### src/rtl/grf_dump.sv
// GRF dump engine: walks the register file through one read port and streams
// (address, value) beats over valid/ready, bypassing/snooping GRF writes.
module grf_dump #(
   parameter int NREG      = 32,
   parameter int AW        = 5,
   parameter int DW        = 32,
   parameter bit SKIP_ZERO = 1'b1
) (
   input  logic          clk,
   input  logic          reset,
   input  logic          start,
   input  logic          abort,
   output logic          busy,
   output logic          done,
   output logic [AW-1:0] RA,
   input  logic [DW-1:0] busA,
   input  logic          RegWrite,
   input  logic [AW-1:0] RW,
   input  logic [DW-1:0] busW,
   output logic          out_valid,
   input  logic          out_ready,
   output logic [AW-1:0] out_addr,
   output logic [DW-1:0] out_data
);

   typedef enum logic [1:0] {
      ST_IDLE  = 2'd0,
      ST_FETCH = 2'd1,
      ST_HOLD  = 2'd2,
      ST_DONE  = 2'd3
   } state_t;

   localparam logic [AW-1:0] FIRST_IDX = SKIP_ZERO ? AW'(1) : AW'(0);
   localparam logic [AW-1:0] LAST_IDX  = AW'(NREG - 1);

   state_t        state_q, state_d;
   logic [AW-1:0] idx_q, idx_d;
   logic          busy_q, busy_d;
   logic          done_q, done_d;
   logic [AW-1:0] ra_q, ra_d;
   logic          out_valid_q, out_valid_d;
   logic [AW-1:0] out_addr_q, out_addr_d;
   logic [DW-1:0] out_data_q, out_data_d;

   logic          fetch_hit;
   logic          snoop_hit;

   // The GRF returns the pre-write value during a write cycle, so a write
   // landing on the fetched register must be forwarded from busW.
   assign fetch_hit = RegWrite && (RW == idx_q) && (idx_q != '0);
   assign snoop_hit = RegWrite && (RW == out_addr_q) && (RW != '0);

   always_comb begin
      state_d     = state_q;
      idx_d       = idx_q;
      out_valid_d = out_valid_q;
      out_addr_d  = out_addr_q;
      out_data_d  = out_data_q;

      case (state_q)
         ST_IDLE: begin
            if (start && !abort) begin
               state_d = ST_FETCH;
               idx_d   = FIRST_IDX;
            end
         end
         ST_FETCH: begin
            out_addr_d  = idx_q;
            out_data_d  = fetch_hit ? busW : busA;
            out_valid_d = 1'b1;
            state_d     = ST_HOLD;
         end
         ST_HOLD: begin
            if (snoop_hit) begin
               out_data_d = busW;
            end
            if (out_ready) begin
               out_valid_d = 1'b0;
               if (idx_q == LAST_IDX) begin
                  state_d = ST_DONE;
               end else begin
                  idx_d   = idx_q + AW'(1);
                  state_d = ST_FETCH;
               end
            end
         end
         ST_DONE: begin
            state_d = ST_IDLE;
            idx_d   = '0;
         end
         default: begin
            state_d = ST_IDLE;
         end
      endcase

      // Abort overrides everything else, including a same-edge handshake.
      if (abort && (state_q != ST_IDLE)) begin
         state_d     = ST_IDLE;
         out_valid_d = 1'b0;
         idx_d       = '0;
      end

      busy_d = (state_d != ST_IDLE);
      done_d = (state_d == ST_DONE);
      ra_d   = (state_d == ST_FETCH) ? idx_d : '0;
   end

   always_ff @(posedge clk or negedge reset) begin
      if (!reset) begin
         state_q     <= ST_IDLE;
         idx_q       <= '0;
         busy_q      <= 1'b0;
         done_q      <= 1'b0;
         ra_q        <= '0;
         out_valid_q <= 1'b0;
         out_addr_q  <= '0;
         out_data_q  <= '0;
      end else begin
         state_q     <= state_d;
         idx_q       <= idx_d;
         busy_q      <= busy_d;
         done_q      <= done_d;
         ra_q        <= ra_d;
         out_valid_q <= out_valid_d;
         out_addr_q  <= out_addr_d;
         out_data_q  <= out_data_d;
      end
   end

   assign busy      = busy_q;
   assign done      = done_q;
   assign RA        = ra_q;
   assign out_valid = out_valid_q;
   assign out_addr  = out_addr_q;
   assign out_data  = out_data_q;

endmodule

### config.mk
export PLATFORM = sky130hd
export DESIGN_NAME = grf_dump
export DESIGN_NICKNAME = d
export VERILOG_FILES = /design/src/rtl/grf_dump.sv
export SDC_FILE = /design/constraint.sdc
export NUM_CORES = 1
export LEC_CHECK = 0
export CAP_MARGIN = 20
export CORE_ASPECT_RATIO = 1.5
export CORE_UTILIZATION = 50
export DETAILED_ROUTE_END_ITERATION = 10
export PLACE_DENSITY = 0.88
export SYNTH_ARGS = -nofsm -noshare
export SYNTH_HDL_FRONTEND = slang
export SYNTH_SLANG_ARGS = --single-unit
### constraint.sdc
create_clock -name clk -period 2.9 [get_ports clk]
set_input_delay 0.87 -clock clk [delete_from_list [all_inputs] [get_ports clk]]
set_output_delay 0.87 -clock clk [all_outputs]
set_load 0.02 [all_outputs]
# == Word-level counts from Yosys, hierarchy flattened ==
# Cells that the tools add are included.
# totals
ff_bits,52
latchBits,0
mem_bits_rw,0
mem_bits_ro,0
in_bits,75
memories,0
# classes
addsub,1
multipliers,0
n_div,0
order_cmp,0
eq_ne,10
shifts,0
muxes,17
n_bitwise,0
n_reduce_logical,16
# ops
cell,n
32-bit 2-to-1 mux,2
32-bit one-hot mux with 2 select lines,1
5-bit 2-to-1 mux,5
5-bit one-hot mux with 3 select lines,1
5-bit equality test,2
5-bit nonzero test,2
2-bit 2-to-1 mux,4
2-bit one-hot mux with 4 select lines,1
"2-bit equality test, second input constant",3
1-bit logical AND,6
2-bit nonzero test,3
"5-bit by 1-bit adder with 5-bit output, second input constant",1
"5-bit equality test, second input constant",1
"2-bit by 1-bit equality test with 1-bit output, second input constant",2
2-bit AND reduction,2
"3-bit inequality test, second input constant",1
3-bit nonzero test,1
2-bit zero test,1
1-bit 2-to-1 mux,2
"2-bit inequality test, second input constant",1
1-bit one-hot mux with 2 select lines,1
1-bit zero test,1

# == Depth between registers and ports, before layout ==
# Gate-level depths: netlist of run 1.
# depth
word_depth,7
mapped_depth,8
mapped_depth_nobuf,6

# == Least setup slack after synthesis of run 1 ==
# Ideal clock, no wire load.
# synth_timing
path_type,input port to flip-flop
start,input RW[0]
end,register out_data_q[30] (netlist: out_data[30])
t_arrival_ps,2024
required_ps,2769
setup_slack_ps,746
cell_stages,6
path_buffers,2
cell_sequence,xor2_1 or4b_1 buf_2 buf_6 o211ai_2 a31oi_1
# synth_via
elab_chain_len,5
# synth_lines
element,line,source
"start, declared",18,"input logic [AW-1:0] RW,"
"5-bit equality test, on equally long branches","50, 51",
"1-bit logical AND, on equally long branches (2 in a row)","50, 51",
32-bit 2-to-1 mux or 2-bit inequality test (tied branches),-,
32-bit one-hot mux with 2 select lines or 2-bit AND reduction (tied branches),-,
"end signal, assigned",126,out_data_q <= out_data_d;
"end, declared",43,"logic [DW-1:0] out_data_q, out_data_d;"
# Several ways; a longest one is shown, not always the timed one.
# A chain may end at the register's enable or synchronous reset.

# == Worst setup path after layout of run 1 ==
# layout_timing
start,input RW[3]
end,register out_data_q[0] (netlist: out_data[0])
# Same word-level chain as after synthesis.

==> results by group, run 1 <==
Clock tree
  – TritonCTS clock tree: yes
  – Clock buffer depth: 2
  – Hold-fix buffers at CTS: 0
  – Number of sinks on the clock net: 52
  – Clock slew seen by the registers of the worst setup and hold paths: 110 ps
  – Number of buffers added by the clock tree synthesis step: 5
  – Clk Tree Root Cell: sky130_fd_sc_hd__clkbuf_8
  – Count of buffers added by post-CTS timing repair for setup: 0
  – H-tree level count: 2
  – Resized cells post-CTS: 0
  – Worst-skew pair later-pin latency: 320 ps

Detailed routing
  – Number of search-and-repair iterations in the first detailed-routing pass: 5
  – Count of routing violations after the opening detailed-route iteration: 576
  – Post-DR vias/cell: 7.005
  – Count of vias placed by the detailed router: 3,867
  – Count of antenna-violating nets left after detailed routing: 0
  – Wire length reported by the detailed router: 11,660 µm
  – DRC Markers: 0
  – Routed wire per std cell: 21.13 µm

GRT
  – Antenna violations before repair: 0
  – Vias in the first global route: 3,787
  – Wire length of the first global-routing pass: 18,790 µm
  – Maximum number of pins on one net before global-route repair: 39
  – M2 GR Usage: 53.71%
  – GR Layer Usage met3: 4.651%
  – Total routing resource utilization after global routing: 31.90%
  – Remaining global-route overflow: 0
  – Met1 track demand over resource in global routing: 39.39%
  – Most utilized layer in the global route result: met2

Min path
  – Path category of the worst min-delay check: register to register

STA
  – Pins Over Slew Limit: 0
  – Timing-limited maximum frequency: 371.7 MHz
  – Clock period minus final worst setup slack: 2690 ps
  – Setup repair after global routing missed its margin: no
  – Final period util: 92.77%
  – Final worst hold slack: 535.5 ps
  – Final number of hold-violating endpoints: 0
  – Transition at the pin with the smallest max-transition slack: 709.7 ps
  – Worst rel slew slack: 52.69%
  – Total setup violations reported at the end of the flow: 0
  – Worst clock skew: 7.132 ps

Outcome
  – Status: finished clean

Setup path
  – Setup Crit Path Kind: input pin to register
  – Cell chain of the critical path: clkdlybuf4s50_1 > xor2_1 > or4b_2 > buf_12 > o211ai_1 > a31oi_1
  – CP Launch Type: input pin
  – Worst endpoint required time: 3070 ps
  – Kind of capture point of the worst setup path: register
  – Highest-delay cell along the critical path: sky130_fd_sc_hd__or4b_2
  – Delay of the slowest cell on the worst path: 690 ps
  – Critical Path AT: 2860 ps
  – Maximum fanout count along the critical path: 32

Final layout
  – Relative area change from synthesis to final layout: 41.68%
  – FF/Latch Area: 1301 µm²
  – Number of antenna repair diodes: 0
  – Number of fill cells in the layout: 471
  – Share of cells above drive strength 1: 16.60%
  – Final #Nets: 552
  – Area of the multi-input gates: 1964 µm²
  – Post-layout util: 74.32%
  – Non-filler instance count after layout: 552

Floorplan
  – FP Rows: 36
  – Placeable core area: 6621 µm²
  – Die Span X: 70.05 µm
  – Die area: 7291 µm²
  – Initial core utilization: 52.46%
  – Height of the die: 104.1 µm
  – I/O pin total: 120

Logic synthesis
  – Post-synthesis cell type with the largest combined area: sky130_fd_sc_hd__dfrtp_1
  – Most frequent cell after synthesis: sky130_fd_sc_hd__dfrtp_1
  – Ranking of synthesized cells by instance count: sky130_fd_sc_hd__dfrtp_1, sky130_fd_sc_hd__nor2_1, sky130_fd_sc_hd__nand2_1
  – Number of synthesized flops with an enable pin: 0
  – Count of state elements after synthesis: 52
  – Syn Std Cell Area: 3473 µm²
  – Post-Synthesis Net Count: 454
  – Share of the synthesized area in the top cell type: 37.46%
  – Mapped Cells: 377
  – Async set-reset flop share out of synthesis: 100.0%
  – Average size of a mapped cell: 9.213 µm²
  – Count of synthesis-stage warnings from yosys: 0
  – Primary FF master, synth: sky130_fd_sc_hd__dfrtp_1
  – Sequential area share after synthesis: 37.46%
  – Number of unique standard cell types used by synthesis: 44
  – Top cells by area in the synthesized netlist: sky130_fd_sc_hd__dfrtp_1, sky130_fd_sc_hd__o211ai_2, sky130_fd_sc_hd__a311oi_1

Placement
  – Placed insts: 544
  – RD Place Congestion: 0.8859
  – Total half-perimeter wirelength after legalization and detailed placement: 7700 µm
  – Port buffer count: 119

Pwr
  – Power Dens Cells: 538.4 nW/µm²
  – Leakage power: 1.869 nW
  – Peak VDD IR: 419.6 µV

Flow run
  – Max_cap viols: 0
critical path, delay by kind of cell:
kind                      cells  cell delay [ps]
AOI/OAI and AO/OA             2              350
buffers and inverters         2              720
and+or+nand+nor               1              690
xor gates and xnor gates      1              220
layout make-up:
type / count / area share [%]
Multi-Input combinational cell: 270 / 39.92
Timing Repair Buffer: 141 / 28.99
Sequential cell: 52 / 26.44
Tap cell: 76 / 1.932
Clock buffer: 5 / 1.398
Clock inverter: 3 / 0.9408
Inverter: 5 / 0.3814
power by group:
group | leakage, nW | internal [mW] | total [mW] | switching [mW]
clock | 0.0548 | 0.261 | 0.533 | 0.272
sequential | 0.623 | 0.865 | 0.966 | 0.100
combinational | 1.19 | 0.527 | 1.15 | 0.624
stage by stage:
stage	cell area [µm²]	total power, mW	TNS [ps]	worst slack (ps)
after floorplan	3473	1.546	0	745.6
after global placement	4806	2.080	-21.75	-13.26
after detailed placement	4806	2.114	-850.1	-103.0
after CTS	4921	2.635	0	243.7
after global routing	4921	2.759	0	141.0
final	4921	2.649	0	209.6
state kept, by name (all words and copies together), names as in the netlist:
name	cells
RA	5
out_valid	1
done	1
state_q	2
idx_q	5
out_addr	5
out_data	32
busy	1
cells in the final DEF, fill, tap and decap left out, types with 3 or more instances in the layout:
cell / Yosys / final
sky130_fd_sc_hd__clkdlybuf4s50_1: 0 / 118
sky130_fd_sc_hd__dfrtp_1: 52 / 52
sky130_fd_sc_hd__nor2_1: 42 / 41
sky130_fd_sc_hd__nand2_1: 37 / 37
sky130_fd_sc_hd__a32oi_1: 32 / 32
sky130_fd_sc_hd__a311oi_1: 32 / 32
sky130_fd_sc_hd__a31oi_1: 32 / 32
sky130_fd_sc_hd__o211ai_2: 30 / 30
sky130_fd_sc_hd__buf_4: 0 / 16
sky130_fd_sc_hd__xor2_1: 8 / 7
sky130_fd_sc_hd__a21oi_1: 6 / 6
sky130_fd_sc_hd__buf_12: 0 / 6
sky130_fd_sc_hd__inv_1: 5 / 5
sky130_fd_sc_hd__o21ai_0: 5 / 5
sky130_fd_sc_hd__mux2_2: 5 / 5
sky130_fd_sc_hd__clkbuf_8: 0 / 5
sky130_fd_sc_hd__nand4_1: 3 / 3
metal layers:
metal	share of wire [%]	vias to the layer above
met5	0	-
met2	51	289
met3	8.7	53
met4	4.2	0
li1	-	1672
met1	36	1853
path summary, 6_finish.rpt:
check	startpoint	endpoint	slack, ps	cells past startpoint
min in group asynchronous	reset	out_data[15]$_DFFE_PN0P_	570	1
setup reg to reg	idx_q[0]$_DFF_PN0_	out_data[0]$_DFFE_PN0P_	580	8
hold reg to reg	out_valid$_DFFE_PN0P_	out_valid$_DFFE_PN0P_	540	2
setup / recovery	RW[3]	out_data[0]$_DFFE_PN0P_	210	6
hold / removal	out_valid$_DFFE_PN0P_	out_valid$_DFFE_PN0P_	540	2
max in group asynchronous	reset	RA[1]$_DFF_PN0_	1740	2
logic make-up after synthesis:
logic type                 after synthesis  synth area share (%)
xor gates and xnor gates                 9                 2.270
and+or+nand+nor                        100                 12.72
buffers and inverters                   55                 7.097
AOI/OAI and AO/OA                      154                 38.11
muxes                                    5                 1.621
adders and majority gates                2                0.7203
DFF                                     52                 37.46
No activity file was read; power rests on OpenSTA's default activity.
==> run 2: changes to the inputs <==
CORE_MARGIN = 2   (was not set)
PLACE_DENSITY = 0.9   (was 0.88)
==> run 2 against run 1 <==
  * Hold slack improved by 25 ps
  * Sequential cell count unchanged
  * Clock skew up 3.6 ps
  * Clock-buffer cell count rose by 1
  * Sequential share of layout area rose by 0.26 points
  * Critical path depth unchanged
  * Sequential power is 1% higher
  * Design area fell by 0.97%
  * Core utilization shrank 2.7 points
  * First-iteration DRC count up 3.3%
  * Highest routed layer unchanged
==> results by group, run 2 (synthesized netlist as in run 1, its figures left out) <==
Placement
  – RD Place Congestion: 0.8849
  – Total half-perimeter wirelength after legalization and detailed placement: 7858 µm
  – Port buffer count: 119
  – Post-place setup slack: -30.39 ps
  – Cell area reported after detailed placement: 4766 µm²

Setup path
  – Cell chain of the critical path: clkdlybuf4s50_1 > xor2_2 > or4b_2 > buf_12 > o211ai_2 > a31oi_1
  – Highest-delay cell along the critical path: sky130_fd_sc_hd__or4b_2
  – Worst endpoint required time: 3050 ps
  – Delay of the slowest cell on the worst path: 660 ps
  – Maximum fanout count along the critical path: 32
  – Critical Path AT: 2770 ps
  – CP Launch Type: input pin
  – Kind of capture point of the worst setup path: register
  – Setup Crit Path Kind: input pin to register

Min path
  – Path category of the worst min-delay check: register to register

STA
  – Final period util: 90.19%
  – Total setup violations reported at the end of the flow: 0
  – Pins Over Slew Limit: 0
  – Worst clock skew: 10.74 ps
  – Worst rel slew slack: 53.90%
  – Setup repair after global routing missed its margin: no
  – Transition at the pin with the smallest max-transition slack: 691.5 ps
  – Clock period minus final worst setup slack: 2616 ps
  – Final number of hold-violating endpoints: 0
  – Slack of the critical path: 284.5 ps
  – Timing-limited maximum frequency: 382.3 MHz

Detailed routing
  – DRC Markers: 0
  – Routed wire per std cell: 21.87 µm
  – Count of vias placed by the detailed router: 3,828
  – Post-DR vias/cell: 6.960
  – Number of search-and-repair iterations in the first detailed-routing pass: 6
  – Count of antenna-violating nets left after detailed routing: 0
  – Count of routing violations after the opening detailed-route iteration: 595
  – Wire length reported by the detailed router: 12,030 µm

Floorplan
  – Placeable core area: 6805 µm²
  – Height of the die: 106.1 µm
  – FP Rows: 37
  – Die area: 7643 µm²
  – I/O pin total: 120
  – Initial core utilization: 51.04%
  – Die Span X: 72.05 µm

Pwr
  – Power Dens Cells: 538.7 nW/µm²
  – Sequential fraction of design power: 37.3%
  – Leakage power: 1.844 nW
  – Clk pwr share: 19.1%
  – Net Sw Power: 0.9819 mW
  – Net switching share of the total power: 37.40%
  – Peak VDD IR: 350.6 µV
  – Power consumption: 2.625 mW
  – Share of power burned in combinational logic: 43.6%
  – Internal power component: 1.643 mW

Final layout
  – Post-layout util: 71.61%
  – Number of fill cells in the layout: 513
  – Number of antenna repair diodes: 0
  – Relative area change from synthesis to final layout: 40.31%
  – Number of flip-flops under the largest register name: 32
  – Leading cell type in the layout, fill and taps excluded: sky130_fd_sc_hd__clkdlybuf4s50_1
  – Commonest cells after routing, fill and taps aside: sky130_fd_sc_hd__clkdlybuf4s50_1, sky130_fd_sc_hd__dfrtp_1, sky130_fd_sc_hd__nor2_1, sky130_fd_sc_hd__nand2_1
  – Final Cell Area: 4873 µm²
  – Share of cells above drive strength 1: 15.68%
  – Final #Nets: 548

Clock tree
  – Clk Tree Root Cell: sky130_fd_sc_hd__clkbuf_8
  – Resized cells post-CTS: 0
  – Count of buffers added by post-CTS timing repair for setup: 0
  – Number of buffers added by the clock tree synthesis step: 5
  – Worst-skew pair later-pin latency: 320 ps
  – H-tree level count: 2
  – Hold-fix buffers at CTS: 0
  – Clock slew seen by the registers of the worst setup and hold paths: 90 ps
  – Clock buffer depth: 2
  – Number of sinks on the clock net: 52
  – TritonCTS clock tree: yes

GRT
  – Total routing resource utilization after global routing: 31.60%
  – Remaining global-route overflow: 0
  – Vias in the first global route: 3,811
  – Antenna violations before repair: 0
  – Maximum number of pins on one net before global-route repair: 39
  – Wire length of the first global-routing pass: 19,180 µm

Outcome
  – Status: finished clean

Flow run
  – Max_cap viols: 0
==> run 2: cell count changes in the layout (fill, tap and decap cells not counted) <==
cell                         before  now
sky130_fd_sc_hd__clkinvlp_4       1    0
sky130_fd_sc_hd__inv_6            1    0
sky130_fd_sc_hd__buf_4           16   13
sky130_fd_sc_hd__buf_12           6    5
sky130_fd_sc_hd__clkinv_2         0    1
sky130_fd_sc_hd__clkbuf_1         0    1
==> run 2: final timing paths <==
path	start	endpoint	slack [ps]	cells after the start
min in group asynchronous	reset	RA[4]$_DFF_PN0_	590	1
min	out_data[11]$_DFFE_PN0P_	out_data[11]$_DFFE_PN0P_	560	2
max	RW[0]	out_data[3]$_DFFE_PN0P_	280	6
min reg2reg	out_data[11]$_DFFE_PN0P_	out_data[11]$_DFFE_PN0P_	560	2
max in group asynchronous	reset	out_data[23]$_DFFE_PN0P_	1630	2
max reg2reg	idx_q[0]$_DFF_PN0_	out_data[3]$_DFFE_PN0P_	730	7
==> run 2: cell type report <==
class / count / area (µm²) / share of cell area, %
Inverter: 5 / 18.77 / 0.3851
Timing Repair Buffer: 137 / 1384 / 28.40
Tap cell: 78 / 97.59 / 2.003
Multi-Input combinational cell: 270 / 1964 / 40.31
Sequential cell: 52 / 1301 / 26.70
Clock inverter: 2 / 35.03 / 0.7189
Clock buffer: 6 / 72.57 / 1.489
==> run 2: power groups by stage <==
stage | registers, mW | logic (mW) | clock network (mW)
floorplan | 1.13 | 0.418 | 0
global placement | 0.981 | 1.09 | 0
detailed placement | 0.989 | 1.12 | 0
CTS | 0.975 | 1.13 | 0.501
global route | 0.998 | 1.21 | 0.532
finish | 0.979 | 1.14 | 0.503
==> run 2: worst max-delay path: cells and delay by family <==
kind	cells	cell delay (ps)
AOI/OAI and AO/OA	2	280
and+or+nand+nor	1	660
buffers and inverters	2	720
xor gates and xnor gates	1	220
==> run 2: through the flow <==
stage,hold slack (ps),instances,setup TNS (ps)
floorplan,537.9,377,0
global placement,514.5,542,0
detailed placement,541.1,542,-83.30
CTS,563.5,550,0
global route,591.0,550,0
finish,560.8,550,0
==> run 2: layer usage <==
metal,track usage (%),share of wire (%),up-vias
met5,0,0,-
met4,15.63,4.5,0
met3,4.076,7.7,52
met2,54.30,53,274
met1,38.19,35,1833
li1,-,-,1669
